[src/rtl/pipeline_ctrl_if.sv]
// Stage-field and control bundle between the 5-stage datapath and
// pipeline_ctrl. The datapath (or a bench) drives it through the master
// modport and the controller consumes it through the slave modport.
interface pipeline_ctrl_if #(
  parameter int CNT_W = 16
);
  // ID stage
  logic [4:0]       id_rs;
  logic [4:0]       id_rt;
  logic             id_use_rs;
  logic             id_use_rt;
  // EXE stage
  logic             exe_wreg;
  logic             exe_m2reg;
  logic [4:0]       exe_rn;
  logic             exe_is_beq;
  logic             exe_is_bne;
  logic             exe_is_jump;
  logic             exe_zero;
  logic [31:0]      exe_bpc;
  // MEM stage
  logic             mem_wreg;
  logic [4:0]       mem_rn;
  logic             mem_access;
  logic             dmem_ready;
  // halt request
  logic             halt_req;
  // controls
  logic             pc_wen;
  logic             pc_sel_branch;
  logic [31:0]      pc_target;
  logic             if_id_wen;
  logic             if_id_flush;
  logic             id_exe_bubble;
  logic             pipe_freeze;
  logic [1:0]       fwda;
  logic [1:0]       fwdb;
  logic             halted;
  logic [CNT_W-1:0] stall_cnt;
  logic [CNT_W-1:0] flush_cnt;

  modport slave (
    input  id_rs, id_rt, id_use_rs, id_use_rt,
    input  exe_wreg, exe_m2reg, exe_rn, exe_is_beq, exe_is_bne, exe_is_jump,
    input  exe_zero, exe_bpc,
    input  mem_wreg, mem_rn, mem_access, dmem_ready, halt_req,
    output pc_wen, pc_sel_branch, pc_target, if_id_wen, if_id_flush,
    output id_exe_bubble, pipe_freeze, fwda, fwdb, halted,
    output stall_cnt, flush_cnt
  );

  modport master (
    output id_rs, id_rt, id_use_rs, id_use_rt,
    output exe_wreg, exe_m2reg, exe_rn, exe_is_beq, exe_is_bne, exe_is_jump,
    output exe_zero, exe_bpc,
    output mem_wreg, mem_rn, mem_access, dmem_ready, halt_req,
    input  pc_wen, pc_sel_branch, pc_target, if_id_wen, if_id_flush,
    input  id_exe_bubble, pipe_freeze, fwda, fwdb, halted,
    input  stall_cnt, flush_cnt
  );
endinterface

[src/rtl/pipeline_ctrl.sv]
// Pipeline sequencing and hazard controller for the 5-stage CPU.
// Hazard, forwarding and redirect controls are combinational from the
// current stage fields plus the RUN/DRAIN/HALTED state. The ordering is
// data-memory freeze, then taken branch, then load-use; a higher-priority
// event suppresses the lower ones. Stall and flush counters saturate.
module pipeline_ctrl #(
  parameter int DRAIN_CYCLES = 4,
  parameter int CNT_W        = 16
) (
  input  logic             clk,
  input  logic             clrn,
  pipeline_ctrl_if.slave   bus
);

  localparam int DW = (DRAIN_CYCLES > 1) ? $clog2(DRAIN_CYCLES) : 1;

  typedef enum logic [1:0] {
    ST_RUN    = 2'd0,
    ST_DRAIN  = 2'd1,
    ST_HALTED = 2'd2
  } state_t;

  state_t           state_r;
  logic [DW-1:0]    drain_cnt_r;
  logic [CNT_W-1:0] stall_cnt_r;
  logic [CNT_W-1:0] flush_cnt_r;

  logic freeze_s;
  logic taken_s;
  logic load_use_s;
  logic stall_inc_s;
  logic flush_inc_s;

  logic pc_wen_s;
  logic pc_sel_branch_s;
  logic if_id_wen_s;
  logic if_id_flush_s;
  logic id_exe_bubble_s;
  logic pipe_freeze_s;

  // Operand source: EXE ALU result beats MEM result; r0 never forwards.
  // A load in EXE has no result yet, so it is not a forwarding source.
  function automatic logic [1:0] fwd_sel(
    input logic [4:0] src,
    input logic       e_wreg,
    input logic       e_m2reg,
    input logic [4:0] e_rn,
    input logic       m_wreg,
    input logic [4:0] m_rn
  );
    logic [1:0] sel;
    sel = 2'b00;
    if (e_wreg && !e_m2reg && (e_rn != 5'd0) && (e_rn == src)) begin
      sel = 2'b01;
    end else if (m_wreg && (m_rn != 5'd0) && (m_rn == src)) begin
      sel = 2'b10;
    end else begin
      sel = 2'b00;
    end
    return sel;
  endfunction

  // Saturating increment: all-ones sticks instead of wrapping.
  function automatic logic [CNT_W-1:0] sat_inc(input logic [CNT_W-1:0] v);
    logic [CNT_W-1:0] r;
    if (&v) begin
      r = v;
    end else begin
      r = v + CNT_W'(1);
    end
    return r;
  endfunction

  assign freeze_s   = bus.mem_access & ~bus.dmem_ready;
  assign taken_s    = bus.exe_is_jump | (bus.exe_is_beq & bus.exe_zero) |
                      (bus.exe_is_bne & ~bus.exe_zero);
  assign load_use_s = bus.exe_wreg & bus.exe_m2reg & (bus.exe_rn != 5'd0) &
                      ((bus.id_use_rs & (bus.id_rs == bus.exe_rn)) |
                       (bus.id_use_rt & (bus.id_rt == bus.exe_rn)));

  // A frozen cycle counts as a stall; a load-use bubble only counts when
  // no taken branch overrides it.
  assign stall_inc_s = freeze_s | (load_use_s & ~taken_s);
  assign flush_inc_s = ~freeze_s & taken_s;

  // Stage enables and strobes from hazard priority and the current state.
  always_comb begin
    pc_wen_s        = 1'b0;
    pc_sel_branch_s = 1'b0;
    if_id_wen_s     = 1'b0;
    if_id_flush_s   = 1'b0;
    id_exe_bubble_s = 1'b0;
    pipe_freeze_s   = 1'b0;
    if (!clrn) begin
      pc_wen_s = 1'b0;
    end else if (freeze_s) begin
      pipe_freeze_s = 1'b1;
    end else begin
      case (state_r)
        ST_RUN: begin
          if (taken_s) begin
            pc_wen_s        = 1'b1;
            pc_sel_branch_s = 1'b1;
            if_id_wen_s     = 1'b1;
            if_id_flush_s   = 1'b1;
            id_exe_bubble_s = 1'b1;
          end else if (load_use_s) begin
            id_exe_bubble_s = 1'b1;
          end else begin
            pc_wen_s    = 1'b1;
            if_id_wen_s = 1'b1;
          end
        end
        ST_DRAIN: begin
          if (taken_s) begin
            pc_wen_s        = 1'b1;
            pc_sel_branch_s = 1'b1;
            if_id_wen_s     = 1'b1;
            if_id_flush_s   = 1'b1;
            id_exe_bubble_s = 1'b1;
          end else if (load_use_s) begin
            id_exe_bubble_s = 1'b1;
          end else begin
            if_id_wen_s   = 1'b1;
            if_id_flush_s = 1'b1;
          end
        end
        ST_HALTED: begin
          if_id_wen_s     = 1'b1;
          if_id_flush_s   = 1'b1;
          id_exe_bubble_s = taken_s | load_use_s;
        end
        default: begin
          pc_wen_s = 1'b0;
        end
      endcase
    end
  end

  // RUN/DRAIN/HALTED sequencing; a frozen cycle holds state and drain count.
  always_ff @(posedge clk or negedge clrn) begin
    if (!clrn) begin
      state_r     <= ST_RUN;
      drain_cnt_r <= {DW{1'b0}};
    end else if (freeze_s) begin
      state_r     <= state_r;
      drain_cnt_r <= drain_cnt_r;
    end else begin
      case (state_r)
        ST_RUN: begin
          if (bus.halt_req && !taken_s && !load_use_s) begin
            state_r     <= ST_DRAIN;
            drain_cnt_r <= DW'(DRAIN_CYCLES - 1);
          end else begin
            state_r <= ST_RUN;
          end
        end
        ST_DRAIN: begin
          if (load_use_s) begin
            state_r <= ST_DRAIN;
          end else if (drain_cnt_r == {DW{1'b0}}) begin
            state_r <= ST_HALTED;
          end else begin
            drain_cnt_r <= drain_cnt_r - DW'(1);
          end
        end
        ST_HALTED: begin
          if (!bus.halt_req) begin
            state_r <= ST_RUN;
          end else begin
            state_r <= ST_HALTED;
          end
        end
        default: begin
          state_r     <= ST_RUN;
          drain_cnt_r <= {DW{1'b0}};
        end
      endcase
    end
  end

  // Saturating stall and flush performance counters.
  always_ff @(posedge clk or negedge clrn) begin
    if (!clrn) begin
      stall_cnt_r <= {CNT_W{1'b0}};
      flush_cnt_r <= {CNT_W{1'b0}};
    end else begin
      if (stall_inc_s) begin
        stall_cnt_r <= sat_inc(stall_cnt_r);
      end
      if (flush_inc_s) begin
        flush_cnt_r <= sat_inc(flush_cnt_r);
      end
    end
  end

  assign bus.pc_wen        = pc_wen_s;
  assign bus.pc_sel_branch = pc_sel_branch_s;
  assign bus.pc_target     = bus.exe_bpc;
  assign bus.if_id_wen     = if_id_wen_s;
  assign bus.if_id_flush   = if_id_flush_s;
  assign bus.id_exe_bubble = id_exe_bubble_s;
  assign bus.pipe_freeze   = pipe_freeze_s;
  assign bus.fwda          = fwd_sel(bus.id_rs, bus.exe_wreg, bus.exe_m2reg,
                                     bus.exe_rn, bus.mem_wreg, bus.mem_rn);
  assign bus.fwdb          = fwd_sel(bus.id_rt, bus.exe_wreg, bus.exe_m2reg,
                                     bus.exe_rn, bus.mem_wreg, bus.mem_rn);
  assign bus.halted        = (state_r == ST_HALTED);
  assign bus.stall_cnt     = stall_cnt_r;
  assign bus.flush_cnt     = flush_cnt_r;

endmodule
[src/flat_wrapper.sv]
// flat-port wrapper written by rule: the top's interface ports become plain ports
module pipeline_ctrl_flat 
#(
  parameter int DRAIN_CYCLES = 4,
  parameter int CNT_W        = 16
)
  (clk, clrn, bus_id_rs, bus_id_rt, bus_id_use_rs, bus_id_use_rt, bus_exe_wreg, bus_exe_m2reg, bus_exe_rn, bus_exe_is_beq, bus_exe_is_bne, bus_exe_is_jump, bus_exe_zero, bus_exe_bpc, bus_mem_wreg, bus_mem_rn, bus_mem_access, bus_dmem_ready, bus_halt_req, bus_pc_wen, bus_pc_sel_branch, bus_pc_target, bus_if_id_wen, bus_if_id_flush, bus_id_exe_bubble, bus_pipe_freeze, bus_fwda, bus_fwdb, bus_halted, bus_stall_cnt, bus_flush_cnt);
  pipeline_ctrl_if #(.CNT_W(CNT_W)) bus_i ();
  input  logic clk;
  input  logic clrn;
  input wire logic [$bits(bus_i.id_rs)-1:0] bus_id_rs;
  input wire logic [$bits(bus_i.id_rt)-1:0] bus_id_rt;
  input wire logic [$bits(bus_i.id_use_rs)-1:0] bus_id_use_rs;
  input wire logic [$bits(bus_i.id_use_rt)-1:0] bus_id_use_rt;
  input wire logic [$bits(bus_i.exe_wreg)-1:0] bus_exe_wreg;
  input wire logic [$bits(bus_i.exe_m2reg)-1:0] bus_exe_m2reg;
  input wire logic [$bits(bus_i.exe_rn)-1:0] bus_exe_rn;
  input wire logic [$bits(bus_i.exe_is_beq)-1:0] bus_exe_is_beq;
  input wire logic [$bits(bus_i.exe_is_bne)-1:0] bus_exe_is_bne;
  input wire logic [$bits(bus_i.exe_is_jump)-1:0] bus_exe_is_jump;
  input wire logic [$bits(bus_i.exe_zero)-1:0] bus_exe_zero;
  input wire logic [$bits(bus_i.exe_bpc)-1:0] bus_exe_bpc;
  input wire logic [$bits(bus_i.mem_wreg)-1:0] bus_mem_wreg;
  input wire logic [$bits(bus_i.mem_rn)-1:0] bus_mem_rn;
  input wire logic [$bits(bus_i.mem_access)-1:0] bus_mem_access;
  input wire logic [$bits(bus_i.dmem_ready)-1:0] bus_dmem_ready;
  input wire logic [$bits(bus_i.halt_req)-1:0] bus_halt_req;
  output wire logic [$bits(bus_i.pc_wen)-1:0] bus_pc_wen;
  output wire logic [$bits(bus_i.pc_sel_branch)-1:0] bus_pc_sel_branch;
  output wire logic [$bits(bus_i.pc_target)-1:0] bus_pc_target;
  output wire logic [$bits(bus_i.if_id_wen)-1:0] bus_if_id_wen;
  output wire logic [$bits(bus_i.if_id_flush)-1:0] bus_if_id_flush;
  output wire logic [$bits(bus_i.id_exe_bubble)-1:0] bus_id_exe_bubble;
  output wire logic [$bits(bus_i.pipe_freeze)-1:0] bus_pipe_freeze;
  output wire logic [$bits(bus_i.fwda)-1:0] bus_fwda;
  output wire logic [$bits(bus_i.fwdb)-1:0] bus_fwdb;
  output wire logic [$bits(bus_i.halted)-1:0] bus_halted;
  output wire logic [$bits(bus_i.stall_cnt)-1:0] bus_stall_cnt;
  output wire logic [$bits(bus_i.flush_cnt)-1:0] bus_flush_cnt;
  assign bus_i.id_rs = bus_id_rs;
  assign bus_i.id_rt = bus_id_rt;
  assign bus_i.id_use_rs = bus_id_use_rs;
  assign bus_i.id_use_rt = bus_id_use_rt;
  assign bus_i.exe_wreg = bus_exe_wreg;
  assign bus_i.exe_m2reg = bus_exe_m2reg;
  assign bus_i.exe_rn = bus_exe_rn;
  assign bus_i.exe_is_beq = bus_exe_is_beq;
  assign bus_i.exe_is_bne = bus_exe_is_bne;
  assign bus_i.exe_is_jump = bus_exe_is_jump;
  assign bus_i.exe_zero = bus_exe_zero;
  assign bus_i.exe_bpc = bus_exe_bpc;
  assign bus_i.mem_wreg = bus_mem_wreg;
  assign bus_i.mem_rn = bus_mem_rn;
  assign bus_i.mem_access = bus_mem_access;
  assign bus_i.dmem_ready = bus_dmem_ready;
  assign bus_i.halt_req = bus_halt_req;
  assign bus_pc_wen = bus_i.pc_wen;
  assign bus_pc_sel_branch = bus_i.pc_sel_branch;
  assign bus_pc_target = bus_i.pc_target;
  assign bus_if_id_wen = bus_i.if_id_wen;
  assign bus_if_id_flush = bus_i.if_id_flush;
  assign bus_id_exe_bubble = bus_i.id_exe_bubble;
  assign bus_pipe_freeze = bus_i.pipe_freeze;
  assign bus_fwda = bus_i.fwda;
  assign bus_fwdb = bus_i.fwdb;
  assign bus_halted = bus_i.halted;
  assign bus_stall_cnt = bus_i.stall_cnt;
  assign bus_flush_cnt = bus_i.flush_cnt;
  pipeline_ctrl #(.DRAIN_CYCLES(DRAIN_CYCLES), .CNT_W(CNT_W)) u_core (.clk(clk), .clrn(clrn), .bus(bus_i));
endmodule
[config.mk]
export PLATFORM = sky130hd
export DESIGN_NAME = pipeline_ctrl_flat
export DESIGN_NICKNAME = d
export VERILOG_FILES = /design/src/rtl/pipeline_ctrl_if.sv /design/src/rtl/pipeline_ctrl.sv /design/src/flat_wrapper.sv
export SDC_FILE = /design/constraint.sdc
export NUM_CORES = 1
export LEC_CHECK = 0
export CORE_MARGIN = 5
export CORE_UTILIZATION = 25
export CTS_CLUSTER_DIAMETER = 100
export DETAILED_ROUTE_END_ITERATION = 8
export PLACE_DENSITY = 0.68
export SYNTH_ARGS = -nofsm -noshare
export SYNTH_HDL_FRONTEND = slang
export SYNTH_SLANG_ARGS = --single-unit
[constraint.sdc]
create_clock -name clk -period 3.71 [get_ports clk]
set_clock_uncertainty 0.1 [all_clocks]
set_input_delay 0.742 -clock clk [delete_from_list [all_inputs] [get_ports clk]]
set_output_delay 0.742 -clock clk [all_outputs]
set_load 0.01 [all_outputs]
==> flow_metrics.py, run 1 <==
metrics = {
    "routing": {
        "wirelength_um": 5780,
        "routedWlPerCell_um": 13.7,
        "first_pass_iters": 6,
        "detail-route-antenna-nets": 0,
        "post_drt_via_cell_ratio": 4.56,
        "drt_iter0_drc": 71,
        "dr_wl_met3_um": 384,
        "met2_length_um": 2850,
        "vias": 1923,
        "routed.top_layer": "met4",
        "met1Wirelength_um": 2400,
        "drc_errors": 0,
    },
    "floorplanning": {
        "row_count": 35,
        "initial_core_util_pct": 25.4,
        "core_mm2": 0.00920,
        "die_y_um": 107,
        "dieArea_mm2": 0.0114,
        "dieWidth_um": 107,
        "io_pins": 141,
    },
    "flow_run": {
        "drv_cap": 0,
    },
    "critical_path": {
        "path_max_fanout": 2,
        "crit_required_ns": 2.87,
        "critPathKind": "input port to primary output",
        "worst_setup_path_end_kind": "primary output",
        "critPathLaunchType": "input port",
        "worst_ep_arrival_time_ns": 2.69,
    },
    "sta": {
        "tns_ns": 0,
        "setup_viol": 0,
        "hold_violations": 0,
        "period_share_pct": 95.3,
        "maxSlewHeadroom_pct": 65.4,
        "maxSlewViolCount": 0,
        "worst_hold_slack_ns": 0.341,
        "rsz0062_at_grt": "false",
        "fmaxAchievable_mhz": 283,
        "worstMarginPinSlew_ns": 0.517,
        "post-route-min-period_ns": 3.54,
    },
    "cells_and_area": {
        "final_core_util_pct": 35.3,
        "fillers": 950,
        "diodes": 0,
        "area_delta_synth_final_pct": 38.6,
        "nNetsFinal": 379,
        "drive_gt1_share_pct": 12.2,
    },
    "global_route": {
        "antenna_found_initial": 0,
        "grt_max_degree": 22,
        "grt_pass1_vias": 2009,
        "overflow": 0,
        "grt_pass1_wl_um": 9710,
        "grt_use_total_pct": 10.3,
    },
    "yosys": {
        "netlist_area_mm2": 0.00234,
        "postSynthAreaPerCell_um2": 9.63,
        "yosys.area.top_type": "dfrtp_1",
        "synth_top_area_share_pct": 38.5,
        "yosysMostFrequentCell": "dfrtp_1",
        "synth_area_leaders": "dfrtp_1, xnor2_1, buf_4, xor2_1, nand3_1",
        "ys_ff_latch": 36,
        "yosysUniqueCellTypes": 38,
        "yosysSeqAreaShare_pct": 38.5,
        "synth_edf_count": 0,
        "synth_common_cells": "dfrtp_1, buf_4, xnor2_1",
        "yosys_warnings": 0,
        "async_flop_share_pct": 100,
        "synthFlopType": "dfrtp_1",
        "syn_inst": 243,
        "synth_fp_nets": 312,
    },
    "pwr": {
        "finalPower_w": 0.00147,
        "power.density_mw_per_mm2": 454,
        "cellLeakagePower_nw": 1.35,
        "peakVddDrop_uv": 174,
    },
    "cts": {
        "clk_latency_ns": 0.28,
        "ctsHoldBuffers": 0,
        "htreeDepth": 2,
        "clock_path_buffers": 2,
        "cts_sinks": 36,
        "clockRootBuffer": "clkbuf_8",
        "cts_tree": "done",
        "cts_made_buffers": 5,
        "clk_pin_slew_ns": 0.07,
    },
    "placed_design": {
        "dpl.hpwl_um": 4770,
        "gp_congestion": 0.887,
        "io_buffers": 76,
    },
    "hold_path": {
        "hold_path.class": "input port to asynchronous set/reset pin",
    },
    "outcome": {
        "status": "finished, final reports clean",
    },
}
registers in the layout (all words and copies together) (netlist names):
name	cells
u_core.state_r	2
u_core.bus.stall_cnt	16
u_core.drain_cnt_r	2
u_core.bus.flush_cnt	16
final timing paths:
path | startpoint | end | slack, ns | cells past startpoint
max | bus_exe_rn[1] | bus_fwdb[0] | 0.17 | 8
min | clrn | u_core.bus.stall_cnt[4]$_DFFE_PN0P_ | 0.34 | 2
max reg2reg | u_core.bus.flush_cnt[0]$_DFFE_PN0P_ | u_core.bus.flush_cnt[11]$_DFFE_PN0P_ | 1.44 | 8
min reg2reg | u_core.bus.stall_cnt[9]$_DFFE_PN0P_ | u_core.bus.stall_cnt[9]$_DFFE_PN0P_ | 0.39 | 1
max in group asynchronous | clrn | u_core.bus.flush_cnt[3]$_DFFE_PN0P_ | 2.93 | 2
min in group clk | u_core.bus.stall_cnt[9]$_DFFE_PN0P_ | u_core.bus.stall_cnt[9]$_DFFE_PN0P_ | 0.39 | 1
where the power goes:
group	internal (W)	switching [W]	total, W
combinational	0.000294	0.000211	0.000505
sequential	0.000479	0.000118	0.000597
clock	0.000237	0.000133	0.000370
total	0.00101	0.000462	0.00147
metrics by stage:
step / cell area [µm²] / std cells / worst slack [ns]
6_report: 3240 / 422 / 0.174
5_1_grt: 3240 / 422 / 0.0764
4_1_cts: 3240 / 422 / 0.0961
3_5_place_dp: 3120 / 414 / -0.0484
3_3_place_gp: 3120 / 414 / -0.0253
2_1_floorplan: 2340 / 243 / 0.844
metal layers:
| layer | vias to the layer above | global-route usage (%) |
|---|---|---|
| met4 | 0 | 4.02 |
| li1 | 938 | - |
| met2 | 62 | 17.7 |
| met3 | 23 | 2.65 |
| met5 | - | 0 |
| met1 | 900 | 12.3 |
layout make-up:
type,count,area [µm²],area share (%)
clock buffers,7,96.3,2.97
repair buffers,95,895,27.6
well taps,111,139,4.28
clock inverters,1,30.0,0.926
multi-input cells,167,1160,35.9
inverters,5,18.8,0.579
flip-flops and latches,36,901,27.8
placed cells by master (no fill, tap or decap), types with 4 or more instances in the layout:
cell / synthesis / routed
nand4_1: 11 / 11
o21ai_0: 5 / 5
nor2b_1: 6 / 6
a21oi_1: 6 / 6
xor2_1: 21 / 21
dlygate4sd2_1: 0 / 5
and2_1: 5 / 5
nand2_1: 17 / 17
nor3_1: 6 / 6
buf_4: 32 / 19
nor2_1: 10 / 10
or4_1: 4 / 4
clkbuf_8: 0 / 7
nand3_1: 15 / 15
xnor2_1: 28 / 28
inv_1: 5 / 5
clkdlybuf4s50_1: 0 / 69
dfrtp_1: 36 / 36
cell families after synthesis:
group	after synthesis	share of synthesized area (%)
AO/OA/AOI/OAI	22	7.17
XOR/XNOR	49	18.3
adder cells (fa/ha/maj)	3	1.60
buffers and inverters	40	11.9
flip-flops	36	38.5
multiplexers	2	0.962
AND/OR/NAND/NOR	91	21.6
critical path, cell delays in order:
cell,delay (ns)
clkdlybuf4s50_1,0.44
buf_4,0.16
xor2_1,0.16
nor3_2,0.20
nand3_1,0.12
nor3_1,0.21
buf_4,0.15
clkdlybuf4s50_1,0.52
what timing repair did:
action,4_1_cts,5_1_grt
setup endpoints to repair,5,1
setup buffers,0,0
gates resized for setup,5,2
(Power assumes the default switching activity.)
==> run 2: changes to the inputs <==
Settings changed: SLEW_MARGIN set to 20.
==> results of run 2 <==
Final layout, timing and power as in run 1 (identical DEF).
